[src/rtl/cdb_arbiter_if.sv]
// Result-collection bus between the four execution units and the CDB arbiter.
// Units drive offers and the flush, and the arbiter drives the per-unit ready and the CDB.
interface cdb_arbiter_if #(
   parameter int unsigned TAG_W  = 5,
   parameter int unsigned DATA_W = 32
);
   logic              Int0_Valid;
   logic [TAG_W-1:0]  Int0_Tag;
   logic [DATA_W-1:0] Int0_Data;
   logic              Int0_Branch;
   logic              Int0_Branch_Taken;
   logic              Int0_Ready;

   logic              Int1_Valid;
   logic [TAG_W-1:0]  Int1_Tag;
   logic [DATA_W-1:0] Int1_Data;
   logic              Int1_Branch;
   logic              Int1_Branch_Taken;
   logic              Int1_Ready;

   logic              Mult_Valid;
   logic [TAG_W-1:0]  Mult_Tag;
   logic [DATA_W-1:0] Mult_Data;
   logic              Mult_Branch;
   logic              Mult_Branch_Taken;
   logic              Mult_Ready;

   logic              LS_Valid;
   logic [TAG_W-1:0]  LS_Tag;
   logic [DATA_W-1:0] LS_Data;
   logic              LS_Branch;
   logic              LS_Branch_Taken;
   logic              LS_Ready;

   logic              RB_Flush_Valid;

   logic              CDB_Valid;
   logic [TAG_W-1:0]  CDB_Tag;
   logic [DATA_W-1:0] CDB_Data;
   logic              CDB_Branch;
   logic              CDB_Branch_Taken;

   // Execution-unit / retire-bus side.
   modport master (
      output Int0_Valid, Int0_Tag, Int0_Data, Int0_Branch, Int0_Branch_Taken,
      input  Int0_Ready,
      output Int1_Valid, Int1_Tag, Int1_Data, Int1_Branch, Int1_Branch_Taken,
      input  Int1_Ready,
      output Mult_Valid, Mult_Tag, Mult_Data, Mult_Branch, Mult_Branch_Taken,
      input  Mult_Ready,
      output LS_Valid, LS_Tag, LS_Data, LS_Branch, LS_Branch_Taken,
      input  LS_Ready,
      output RB_Flush_Valid,
      input  CDB_Valid, CDB_Tag, CDB_Data, CDB_Branch, CDB_Branch_Taken
   );

   // Arbiter side.
   modport slave (
      input  Int0_Valid, Int0_Tag, Int0_Data, Int0_Branch, Int0_Branch_Taken,
      output Int0_Ready,
      input  Int1_Valid, Int1_Tag, Int1_Data, Int1_Branch, Int1_Branch_Taken,
      output Int1_Ready,
      input  Mult_Valid, Mult_Tag, Mult_Data, Mult_Branch, Mult_Branch_Taken,
      output Mult_Ready,
      input  LS_Valid, LS_Tag, LS_Data, LS_Branch, LS_Branch_Taken,
      output LS_Ready,
      input  RB_Flush_Valid,
      output CDB_Valid, CDB_Tag, CDB_Data, CDB_Branch, CDB_Branch_Taken
   );
endinterface

[src/rtl/cdb_arbiter.sv]
// Four-way round-robin CDB arbiter with one holding register per execution unit
// and a registered CDB broadcast.
module cdb_arbiter #(
   parameter int unsigned TAG_W  = 5,
   parameter int unsigned DATA_W = 32
) (
   input logic         Clk,
   input logic         Rst,
   cdb_arbiter_if.slave bus
);
   localparam int unsigned NumReq = 4;

   logic [NumReq-1:0] req_valid;
   logic [NumReq-1:0] req_branch;
   logic [NumReq-1:0] req_taken;
   logic [TAG_W-1:0]  req_tag  [NumReq];
   logic [DATA_W-1:0] req_data [NumReq];
   logic              flush;

   logic [NumReq-1:0] hold_valid;
   logic [NumReq-1:0] hold_branch;
   logic [NumReq-1:0] hold_taken;
   logic [TAG_W-1:0]  hold_tag  [NumReq];
   logic [DATA_W-1:0] hold_data [NumReq];
   logic [1:0]        rr_ptr;

   logic              cdb_valid;
   logic [TAG_W-1:0]  cdb_tag;
   logic [DATA_W-1:0] cdb_data;
   logic              cdb_branch;
   logic              cdb_taken;

   logic [NumReq-1:0] grant;
   logic [NumReq-1:0] ready;
   logic [NumReq-1:0] accept;
   logic [1:0]        winner;
   logic [1:0]        idx;
   logic              any_grant;

   assign req_valid  = {bus.LS_Valid, bus.Mult_Valid, bus.Int1_Valid, bus.Int0_Valid};
   assign req_branch = {bus.LS_Branch, bus.Mult_Branch, bus.Int1_Branch, bus.Int0_Branch};
   assign req_taken  = {bus.LS_Branch_Taken, bus.Mult_Branch_Taken,
                        bus.Int1_Branch_Taken, bus.Int0_Branch_Taken};
   assign req_tag[0]  = bus.Int0_Tag;
   assign req_tag[1]  = bus.Int1_Tag;
   assign req_tag[2]  = bus.Mult_Tag;
   assign req_tag[3]  = bus.LS_Tag;
   assign req_data[0] = bus.Int0_Data;
   assign req_data[1] = bus.Int1_Data;
   assign req_data[2] = bus.Mult_Data;
   assign req_data[3] = bus.LS_Data;
   assign flush       = bus.RB_Flush_Valid;

   // First held entry at or after rr_ptr, wrapping; suppressed entirely during a flush.
   always_comb begin
      grant     = '0;
      winner    = '0;
      any_grant = 1'b0;
      idx       = '0;
      for (int k = 0; k < NumReq; k++) begin
         idx = rr_ptr + 2'(k);
         if (!any_grant && hold_valid[idx] && !flush) begin
            grant[idx] = 1'b1;
            winner     = idx;
            any_grant  = 1'b1;
         end
      end
   end

   // Ready is a function of holding state and flush only, never of the offer itself.
   assign ready  = (~hold_valid | grant) & {NumReq{~flush}};
   assign accept = req_valid & ready;

   always_ff @(posedge Clk) begin
      if (Rst) begin
         hold_valid  <= '0;
         hold_branch <= '0;
         hold_taken  <= '0;
         for (int i = 0; i < NumReq; i++) begin
            hold_tag[i]  <= '0;
            hold_data[i] <= '0;
         end
         rr_ptr     <= '0;
         cdb_valid  <= 1'b0;
         cdb_tag    <= '0;
         cdb_data   <= '0;
         cdb_branch <= 1'b0;
         cdb_taken  <= 1'b0;
      end else if (flush) begin
         hold_valid <= '0;
         cdb_valid  <= 1'b0;
      end else begin
         for (int i = 0; i < NumReq; i++) begin
            // A reload on the granted port wins over the clear, so no result is lost.
            if (accept[i]) begin
               hold_valid[i]  <= 1'b1;
               hold_tag[i]    <= req_tag[i];
               hold_data[i]   <= req_data[i];
               hold_branch[i] <= req_branch[i];
               hold_taken[i]  <= req_taken[i];
            end else if (grant[i]) begin
               hold_valid[i] <= 1'b0;
            end
         end
         if (any_grant) begin
            cdb_valid  <= 1'b1;
            cdb_tag    <= hold_tag[winner];
            cdb_data   <= hold_data[winner];
            cdb_branch <= hold_branch[winner];
            cdb_taken  <= hold_taken[winner];
            rr_ptr     <= winner + 2'd1;
         end else begin
            cdb_valid <= 1'b0;
         end
      end
   end

   assign bus.Int0_Ready = ready[0];
   assign bus.Int1_Ready = ready[1];
   assign bus.Mult_Ready = ready[2];
   assign bus.LS_Ready   = ready[3];

   assign bus.CDB_Valid        = cdb_valid;
   assign bus.CDB_Tag          = cdb_tag;
   assign bus.CDB_Data         = cdb_data;
   assign bus.CDB_Branch       = cdb_branch;
   assign bus.CDB_Branch_Taken = cdb_taken;
endmodule

[src/flat_wrapper.sv]
// flat-port wrapper written by rule: the top's interface ports become plain ports
module cdb_arbiter_flat 
#(
   parameter int unsigned TAG_W  = 5,
   parameter int unsigned DATA_W = 32
)
  (Clk, Rst, bus_Int0_Valid, bus_Int0_Tag, bus_Int0_Data, bus_Int0_Branch, bus_Int0_Branch_Taken, bus_Int0_Ready, bus_Int1_Valid, bus_Int1_Tag, bus_Int1_Data, bus_Int1_Branch, bus_Int1_Branch_Taken, bus_Int1_Ready, bus_Mult_Valid, bus_Mult_Tag, bus_Mult_Data, bus_Mult_Branch, bus_Mult_Branch_Taken, bus_Mult_Ready, bus_LS_Valid, bus_LS_Tag, bus_LS_Data, bus_LS_Branch, bus_LS_Branch_Taken, bus_LS_Ready, bus_RB_Flush_Valid, bus_CDB_Valid, bus_CDB_Tag, bus_CDB_Data, bus_CDB_Branch, bus_CDB_Branch_Taken);
  cdb_arbiter_if #(.TAG_W(TAG_W), .DATA_W(DATA_W)) bus_i ();
  input logic Clk;
  input logic Rst;
  input wire logic [$bits(bus_i.Int0_Valid)-1:0] bus_Int0_Valid;
  input wire logic [$bits(bus_i.Int0_Tag)-1:0] bus_Int0_Tag;
  input wire logic [$bits(bus_i.Int0_Data)-1:0] bus_Int0_Data;
  input wire logic [$bits(bus_i.Int0_Branch)-1:0] bus_Int0_Branch;
  input wire logic [$bits(bus_i.Int0_Branch_Taken)-1:0] bus_Int0_Branch_Taken;
  output wire logic [$bits(bus_i.Int0_Ready)-1:0] bus_Int0_Ready;
  input wire logic [$bits(bus_i.Int1_Valid)-1:0] bus_Int1_Valid;
  input wire logic [$bits(bus_i.Int1_Tag)-1:0] bus_Int1_Tag;
  input wire logic [$bits(bus_i.Int1_Data)-1:0] bus_Int1_Data;
  input wire logic [$bits(bus_i.Int1_Branch)-1:0] bus_Int1_Branch;
  input wire logic [$bits(bus_i.Int1_Branch_Taken)-1:0] bus_Int1_Branch_Taken;
  output wire logic [$bits(bus_i.Int1_Ready)-1:0] bus_Int1_Ready;
  input wire logic [$bits(bus_i.Mult_Valid)-1:0] bus_Mult_Valid;
  input wire logic [$bits(bus_i.Mult_Tag)-1:0] bus_Mult_Tag;
  input wire logic [$bits(bus_i.Mult_Data)-1:0] bus_Mult_Data;
  input wire logic [$bits(bus_i.Mult_Branch)-1:0] bus_Mult_Branch;
  input wire logic [$bits(bus_i.Mult_Branch_Taken)-1:0] bus_Mult_Branch_Taken;
  output wire logic [$bits(bus_i.Mult_Ready)-1:0] bus_Mult_Ready;
  input wire logic [$bits(bus_i.LS_Valid)-1:0] bus_LS_Valid;
  input wire logic [$bits(bus_i.LS_Tag)-1:0] bus_LS_Tag;
  input wire logic [$bits(bus_i.LS_Data)-1:0] bus_LS_Data;
  input wire logic [$bits(bus_i.LS_Branch)-1:0] bus_LS_Branch;
  input wire logic [$bits(bus_i.LS_Branch_Taken)-1:0] bus_LS_Branch_Taken;
  output wire logic [$bits(bus_i.LS_Ready)-1:0] bus_LS_Ready;
  input wire logic [$bits(bus_i.RB_Flush_Valid)-1:0] bus_RB_Flush_Valid;
  output wire logic [$bits(bus_i.CDB_Valid)-1:0] bus_CDB_Valid;
  output wire logic [$bits(bus_i.CDB_Tag)-1:0] bus_CDB_Tag;
  output wire logic [$bits(bus_i.CDB_Data)-1:0] bus_CDB_Data;
  output wire logic [$bits(bus_i.CDB_Branch)-1:0] bus_CDB_Branch;
  output wire logic [$bits(bus_i.CDB_Branch_Taken)-1:0] bus_CDB_Branch_Taken;
  assign bus_i.Int0_Valid = bus_Int0_Valid;
  assign bus_i.Int0_Tag = bus_Int0_Tag;
  assign bus_i.Int0_Data = bus_Int0_Data;
  assign bus_i.Int0_Branch = bus_Int0_Branch;
  assign bus_i.Int0_Branch_Taken = bus_Int0_Branch_Taken;
  assign bus_Int0_Ready = bus_i.Int0_Ready;
  assign bus_i.Int1_Valid = bus_Int1_Valid;
  assign bus_i.Int1_Tag = bus_Int1_Tag;
  assign bus_i.Int1_Data = bus_Int1_Data;
  assign bus_i.Int1_Branch = bus_Int1_Branch;
  assign bus_i.Int1_Branch_Taken = bus_Int1_Branch_Taken;
  assign bus_Int1_Ready = bus_i.Int1_Ready;
  assign bus_i.Mult_Valid = bus_Mult_Valid;
  assign bus_i.Mult_Tag = bus_Mult_Tag;
  assign bus_i.Mult_Data = bus_Mult_Data;
  assign bus_i.Mult_Branch = bus_Mult_Branch;
  assign bus_i.Mult_Branch_Taken = bus_Mult_Branch_Taken;
  assign bus_Mult_Ready = bus_i.Mult_Ready;
  assign bus_i.LS_Valid = bus_LS_Valid;
  assign bus_i.LS_Tag = bus_LS_Tag;
  assign bus_i.LS_Data = bus_LS_Data;
  assign bus_i.LS_Branch = bus_LS_Branch;
  assign bus_i.LS_Branch_Taken = bus_LS_Branch_Taken;
  assign bus_LS_Ready = bus_i.LS_Ready;
  assign bus_i.RB_Flush_Valid = bus_RB_Flush_Valid;
  assign bus_CDB_Valid = bus_i.CDB_Valid;
  assign bus_CDB_Tag = bus_i.CDB_Tag;
  assign bus_CDB_Data = bus_i.CDB_Data;
  assign bus_CDB_Branch = bus_i.CDB_Branch;
  assign bus_CDB_Branch_Taken = bus_i.CDB_Branch_Taken;
  cdb_arbiter #(.TAG_W(TAG_W), .DATA_W(DATA_W)) u_core (.Clk(Clk), .Rst(Rst), .bus(bus_i));
endmodule
[config.mk]
export PLATFORM = sky130hd
export DESIGN_NAME = cdb_arbiter_flat
export DESIGN_NICKNAME = d
export VERILOG_FILES = /design/src/rtl/cdb_arbiter_if.sv /design/src/rtl/cdb_arbiter.sv /design/src/flat_wrapper.sv
export SDC_FILE = /design/constraint.sdc
export NUM_CORES = 1
export LEC_CHECK = 0
export ABC_AREA = 1
export CORE_MARGIN = 3
export CORE_UTILIZATION = 35
export CTS_BUF_LIST = sky130_fd_sc_hd__clkbuf_16
export CTS_CLUSTER_SIZE = 12
export DETAILED_ROUTE_END_ITERATION = 8
export SYNTH_ARGS = -nofsm -noshare
export SYNTH_HDL_FRONTEND = slang
export SYNTH_SLANG_ARGS = --single-unit
[constraint.sdc]
create_clock -name Clk -period 3.07 [get_ports Clk]
set_clock_uncertainty 0.15 [all_clocks]
set_input_delay 0.921 -clock Clk [delete_from_list [all_inputs] [get_ports Clk]]
set_output_delay 0.921 -clock Clk [all_outputs]
set_load 0.005 [all_outputs]
==> results.md, run 1 <==
* Synth unique cells at 24
* Status: finished, violations left
* Final Power at 12.90 mW
* Pin count of the biggest net entering global routing at 44
* Synth Warn # at 0
* Failing checks: setup timing
* Flip-flop and latch area at 0.005528 mm²
* Max Transition Viols Final at 0
* CP Max Fanout at 4
* Clock latency on the worst-skew pair at 0.51 ns
* Crit path DAT at 2.10 ns
* Final setup viols at 4
* Grt met3 use at 2.289%
* CP Cell Sequence: inv_2 > ha_4 > inv_4 > nand3_4 > nand3_4 > buf_6 > nand3_4 > nor2_2 > nor2_2 > a21oi_4 > buf_2
* PortBufs at 206
* Die area at 0.03144 mm²
* Critical path capture point type: primary output
* Clock sink count at 202
* Die width at 177.3 µm
* Detailed Route Iter0 Violations at 484
* Footprint of the multi-input gates at 0.003525 mm²
* Clock slew at reported path FFs at 0.06 ns
* Hold Crit Class: reg2reg
* Leak pwr at 6.879 nW
* Vias at 8758
* CTS tree: built
* Most frequent cells in the layout: 285 x inv_1, 256 x nand3_1, 210 x nor2_1, 200 x clkdlybuf4s50_1, 148 x edfxtp_1
* Area growth, synth to finish at 40.49%
* First-pass DRT Iterations at 5
* WS Path Type: reg2out
* Cell Rows at 62
* Ant diodes at 0
* Mapped Cells at 1262
* Met1 Resource Use GR at 25.83%
* Final Hold Vio Count at 0
* Max-Cap Viols at 0
* Max incr delay on CP at 0.33 ns
* Clock buffer count from CTS at 24
* Total gr overflow at 0
* Htree depth at 1
* Initial Util at 35.69%
* Fillers at 2737
* Core area at 0.02878 mm²
* Max Freq at 314.9 MHz
* Sequential element share of the synthesized area at 53.79%
* Vias in the first global route at 8638
* Hold bufs inserted after CTS at 0
* Die height at 177.3 µm
* First-pass GRT wire length at 46.70 mm
* Hpwl dp at 21.18 mm
* Synthesized area at 0.01027 mm²
* Mean post-synth cell area at 8.139 µm²
* Period minus WS final at 3.176 ns
* Synth Net Count at 1432
* Initial antenna violation count at 0
* RePlAce Congestion at 0.8187
* Yosys reg bits at 202
* WP data required at 2.00 ns
* Routed WL per cell at 15.48 µm
* Part of the cycle the worst path needs at 103.4%
* Deepest clock path buffer count at 3
* Relative slew slack at 62.05%
* DRC at 0
* Post-layout util at 50.14%
* Commonest non-fill, non-tap cell in the layout: inv_1
* Max rail drop VDD at 0.0006790 V
* Power per cell area at 893.9 mW/mm²
* Via density at 4.566
* Worst Tran Pin Value at 0.5692 ns
* RSZ-0062 raised after global routing: yes
* Post-Route WL at 29.69 mm
* Tot GR Track Use at 18.76%
* GR peak layer: met2
* Root Driver: clkbuf_16
* Setup WS post-layout at -0.1057 ns
* Global Route met2 Usage at 31.73%
* Final #Nets at 1686
* Critical path's slowest cell: dfxtp_2
* IO Pins at 207
* Share of cells above drive strength 1 at 13.36%
* Routed Antenna Nets at 0
* Cell mode on critical path: nand3_4
* Worst setup SP type: flip-flop
-- path summary, 6_finish.rpt --
check,depth (start not counted),slack [ns],to,startpoint
setup reg to reg,18,0.12,u_core.hold_data[1][7],u_core.rr_ptr[0]
hold / removal,2,0.31,u_core.hold_taken[0],u_core.hold_taken[0]
hold reg to reg,2,0.31,u_core.hold_taken[0],u_core.hold_taken[0]
setup / recovery,11,-0.11,bus_LS_Ready,u_core.rr_ptr[0]
-- cell type report --
type / instances / area share [%]
clock buffer: 24 / 4.162
clock inverter: 20 / 0.6503
inverter: 281 / 7.344
multi-input combinational: 710 / 24.43
sequential: 202 / 38.31
tap: 384 / 3.330
timing repair buffer: 297 / 21.78
-- cells by family (layout without fill, tap and decap cells) --
logic type,after synthesis,count (layout),share of synthesized area [%]
AO/OA/AOI/OAI,10,10,0.7310
AND/OR/NAND/NOR,693,693,30.54
adder cells (fa/ha/maj),7,7,0.8527
flip-flops,202,202,53.79
buffers and inverters,350,622,14.08
-- power breakdown --
part,switching (mW),internal [mW]
clock,1.09,1.41
combinational,4.02,2.90
sequential,0.162,3.32
-- layer usage --
layer | up-vias | wire, µm
met3 | 36 | 1525
met1 | 4031 | 13100
met4 | 0 | 584
met2 | 246 | 14490
met5 | - | 0
li1 | 4445 | -
-- cells in the mapped netlist (all sizes together) --
library cell / count / area, µm²
ha: 7 / 87.58
nand3: 274 / 1451
a211oi: 1 / 7.510
edfxtp: 148 / 4444
nor2: 244 / 985.9
o21ai: 1 / 5.000
inv: 281 / 1055
nand4: 14 / 87.58
dfxtp: 54 / 1081
a21oi: 8 / 62.57
clkbuf: 26 / 97.59
buf: 43 / 294.0
nand2: 161 / 611.8
-- sequential cells by signal (all words and copies together) (netlist names), 2 cells and up --
signal               flops
u_core.bus.CDB_Data     32
u_core.bus.CDB_Tag       5
u_core.hold_branch       4
u_core.hold_data       128
u_core.hold_tag         20
u_core.hold_taken        4
u_core.hold_valid        4
u_core.rr_ptr            2
-- critical path, delay by kind of cell, from the launching register on --
kind | cells | cell delay [ns]
compound gates | 1 | 0.08
fa+ha+maj | 1 | 0.30
buf+inv | 4 | 0.36
flops | 1 | 0.33
simple gates | 5 | 0.51
-- per-stage QoR --
step / worst slack, ns / hold WS, ns / cell area, µm² / instances / TNS, ns
6_report: -0.1057 / 0.3146 / 14430 / 1918 / -0.3482
5_1_grt: -0.2030 / 0.3321 / 14430 / 1918 / -0.8021
4_1_cts: -0.09836 / 0.3186 / 14330 / 1916 / -0.3476
3_5_place_dp: -0.7525 / 0.3121 / 13450 / 1857 / -46.52
3_3_place_gp: -0.7127 / 0.3033 / 13450 / 1857 / -41.61
2_1_floorplan: 0.03496 / 0.2942 / 10300 / 1262 / 0
-- repair_timing --
item / 4_1_cts / 5_1_grt
endpoints found under the setup margin: 4 / 61
resized for setup: 46 / 17
buffers inserted: 15 / 2
pin swaps: 11 / 8
Note: power is estimated with default switching activity, not from simulation.
==> run 2: changes to the inputs <==
--- a/config.mk
+++ b/config.mk
@@ -8,8 +8,9 @@
 export ABC_AREA = 1
 export CORE_MARGIN = 3
-export CORE_UTILIZATION = 35
+export CORE_UTILIZATION = 47
 export CTS_BUF_LIST = sky130_fd_sc_hd__clkbuf_16
 export CTS_CLUSTER_SIZE = 12
 export DETAILED_ROUTE_END_ITERATION = 8
+export PLACE_DENSITY = 0.77
 export SYNTH_ARGS = -nofsm -noshare
 export SYNTH_HDL_FRONTEND = slang
==> constraint.sdc (replaced) <==
create_clock -name Clk -period 3.07 [get_ports Clk]
set_clock_uncertainty 0.15 [all_clocks]
set_input_delay 0.614 -clock Clk [delete_from_list [all_inputs] [get_ports Clk]]
set_output_delay 0.614 -clock Clk [all_outputs]
set_load 0.005 [all_outputs]
==> results.md, run 2 (synthesis results as in run 1) <==
* Inst Count DP at 1730 (-6.8%)
* Worst-case reg-to-reg path depth at 15 (-3)
* Hpwl dp at 19.47 mm (-8.1%)
* Routed WL per cell at 16.01 µm (+3.4%)
* Pin count of the biggest net entering global routing at 64 (+45%)
* Die width at 153.8 µm (-13%)
* Post-Route WL at 28.52 mm (-3.9%)
* Footprint of the multi-input gates at 0.003425 mm² (-2.8%)
* Period minus WS final at 2.984 ns (-0.1914 ns)
* Internal power at 7.597 mW (-0.45%)
* WP data required at 2.31 ns (+0.31 ns)
* Deepest clock path buffer count at 3 (unchanged)
* Hold wc startpoint: u_core.hold_branch[0]
* Cell Rows at 53 (-15%)
* Crit path DAT at 2.22 ns (+0.12 ns)
* Max rail drop VDD at 0.0006763 V (-0.40%)
* RR Endpoint: u_core.hold_data[2][10]
* IO Pins at 207 (unchanged)
* Die height at 153.8 µm (-13%)
* Sw Pwr at 5.173 mW (-1.8%)
* Relative slew slack at 65.12% (+3.1 points)
* Total gr overflow at 0 (unchanged)
* Via density at 5.088 (+11%)
* Hold Crit Class: reg2reg
* CP Max Fanout at 4 (unchanged)
* Commonest non-fill, non-tap cell in the layout: inv_1
* Clock slew at reported path FFs at 0.06 ns (about the same)
* Area growth, synth to finish at 35.92%
* Most frequent cells in the layout: 279 x inv_1, 262 x nand3_1, 216 x nor2_1, 201 x clkdlybuf4s50_1, 151 x nand2_1
* Combinational share of power at 52.4% (-1.2 points)
* WS Path Type: reg2out
* Die area at 0.02366 mm² (-25%)
* Clock buffer count from CTS at 23 (-4.2%)
* Hold bufs inserted after CTS at 0 (unchanged)
* Vias at 9062 (+3.5%)
* RePlAce Congestion at 0.8885 (+8.5%)
* Status: finished, final reports clean
* Hold path cells at 2 (unchanged)
* Setup WS post-layout at 0.08569 ns (+0.1914 ns)
* Initial Util at 48.40% (+13 points)
* Max-Cap Viols at 0 (unchanged)
* Detailed Route Iter0 Violations at 778 (+61%)
* Sequential Power Share at 27.3% (+0.3 points)
* Fillers at 1728 (-37%)
* Setup_tns at 0 ns (+0.3482 ns)
* CTS tree: built
* Part of the cycle the worst path needs at 97.21% (-6.2 points)
* Hold EP: u_core.hold_branch[0]
* Ant diodes at 0 (unchanged)
* DP Worst Slack at -0.1214 ns (+0.6311 ns)
* Routed Antenna Nets at 0 (unchanged)
* Power per cell area at 914.7 mW/mm² (+2.3%)
* Hold Slack at 0.3145 ns (-0.0001010 ns)
* Leak pwr at 6.731 nW (-2.2%)
* Final Instance Area at 0.01396 mm² (-3.3%)
* Non-Filler Instances at 1781 (-7.1%)
* Flip-flop and latch area at 0.005528 mm² (unchanged)
* Htree depth at 1 (unchanged)
* Tot GR Track Use at 23.32% (+4.6 points)
* Clock sink count at 202 (unchanged)
* First-pass GRT wire length at 44.75 mm (-4.2%)
* Initial antenna violation count at 0 (unchanged)
* Clock Power Share at 20.3% (+0.9 points)
* Final #Nets at 1659 (-1.6%)
* Final Hold Vio Count at 0 (unchanged)
* Sw Ratio at 40.51% (-0.32 points)
* R2r setup slk at 0.36 ns (+0.24 ns)
* Vias in the first global route at 8808 (+2.0%)
* Worst setup SP type: flip-flop
* Final setup viols at 0 (-4)
* Reg2reg start: u_core.rr_ptr[0]
* PortBufs at 206 (unchanged)
* Clock latency on the worst-skew pair at 0.49 ns (-0.02 ns)
* Root Driver: clkbuf_16
* Core area at 0.02122 mm² (-26%)
* Max FFs per register at 128 (unchanged)
* Max Transition Viols Final at 0 (unchanged)
* Max Freq at 335.1 MHz (+6.4%)
* Critical path capture point type: primary output
* Most flop-heavy register: u_core.hold_data
* Worst Tran Pin Value at 0.5232 ns (-0.04602 ns)
* DP Area at 0.01311 mm² (-2.5%)
* First-pass DRT Iterations at 7 (+2)
* Share of cells above drive strength 1 at 10.76% (-2.6 points)
* DRC at 0 (unchanged)
run 2: worst max path at each step:
stage	cells past startpoint	slack [ns]	from	end
3_5_place_dp	9	-0.12	bus_RB_Flush_Valid	bus_LS_Ready
5_1_grt	11	-0.02	u_core.rr_ptr[0]	bus_Mult_Ready
3_3_place_gp	9	-0.10	bus_RB_Flush_Valid	bus_LS_Ready
6_report	11	0.09	u_core.rr_ptr[0]	bus_LS_Ready
4_1_cts	10	-0.21	u_core.rr_ptr[0]	bus_Mult_Ready
2_1_floorplan	11	0.03	u_core.rr_ptr[0]	u_core.hold_data[3][0]
run 2: what timing repair did:
| item | in CTS | in global routing |
|---|---|---|
| endpoints found under the setup margin | 4 | 4 |
| hold endpoints to repair | 0 | 0 |
| gates resized for setup | 8 | 14 |
| pin swaps | 1 | 6 |
| buffers inserted | 5 | 4 |
run 2: power groups by stage:
stage          sequential [mW]  combinational (mW)  clock (mW)
6_report                  3.48                6.70        2.59
5_1_grt                   3.52                7.38        2.74
4_1_cts                   3.48                6.60        2.63
3_5_place_dp              3.54                6.44           0
3_3_place_gp              3.53                6.33           0
2_1_floorplan             3.53                3.89           0
run 2: cell type report:
class,count,share of cell area [%]
clock buffer,23,4.123
tap,275,2.465
sequential,202,39.59
multi-input combinational,710,24.53
clock inverter,19,0.9679
timing repair buffer,271,20.77
inverter,281,7.555
run 2: metrics by stage:
stage | power [mW] | util [%]
3_5_place_dp | 9.973 | 61.79
2_1_floorplan | 7.420 | -
3_3_place_gp | 9.857 | 61.79
5_1_grt | 13.63 | 65.79
4_1_cts | 12.70 | 65.50
6_report | 12.77 | 65.79
run 2: critical path, stage by stage, from the launching register on:
cell and delay [ns]:
dfxtp_2 0.33, inv_2 0.05, ha_4 0.25, inv_2 0.08, nand3_2 0.09, nand3_2 0.11, nand2_1 0.10, nor2_4 0.13
buf_4 0.13, nand3_2 0.09, a21oi_4 0.15, clkdlybuf4s15_1 0.22
run 2: metal layers:
metal | wire length, µm | vias to the layer above | global-route usage (%)
met5 | 0 | - | 0
li1 | - | 4389 | -
met1 | 11750 | 4220 | 30.60
met3 | 1925 | 72 | 3.321
met4 | 871 | 0 | 8.284
met2 | 13970 | 381 | 39.71
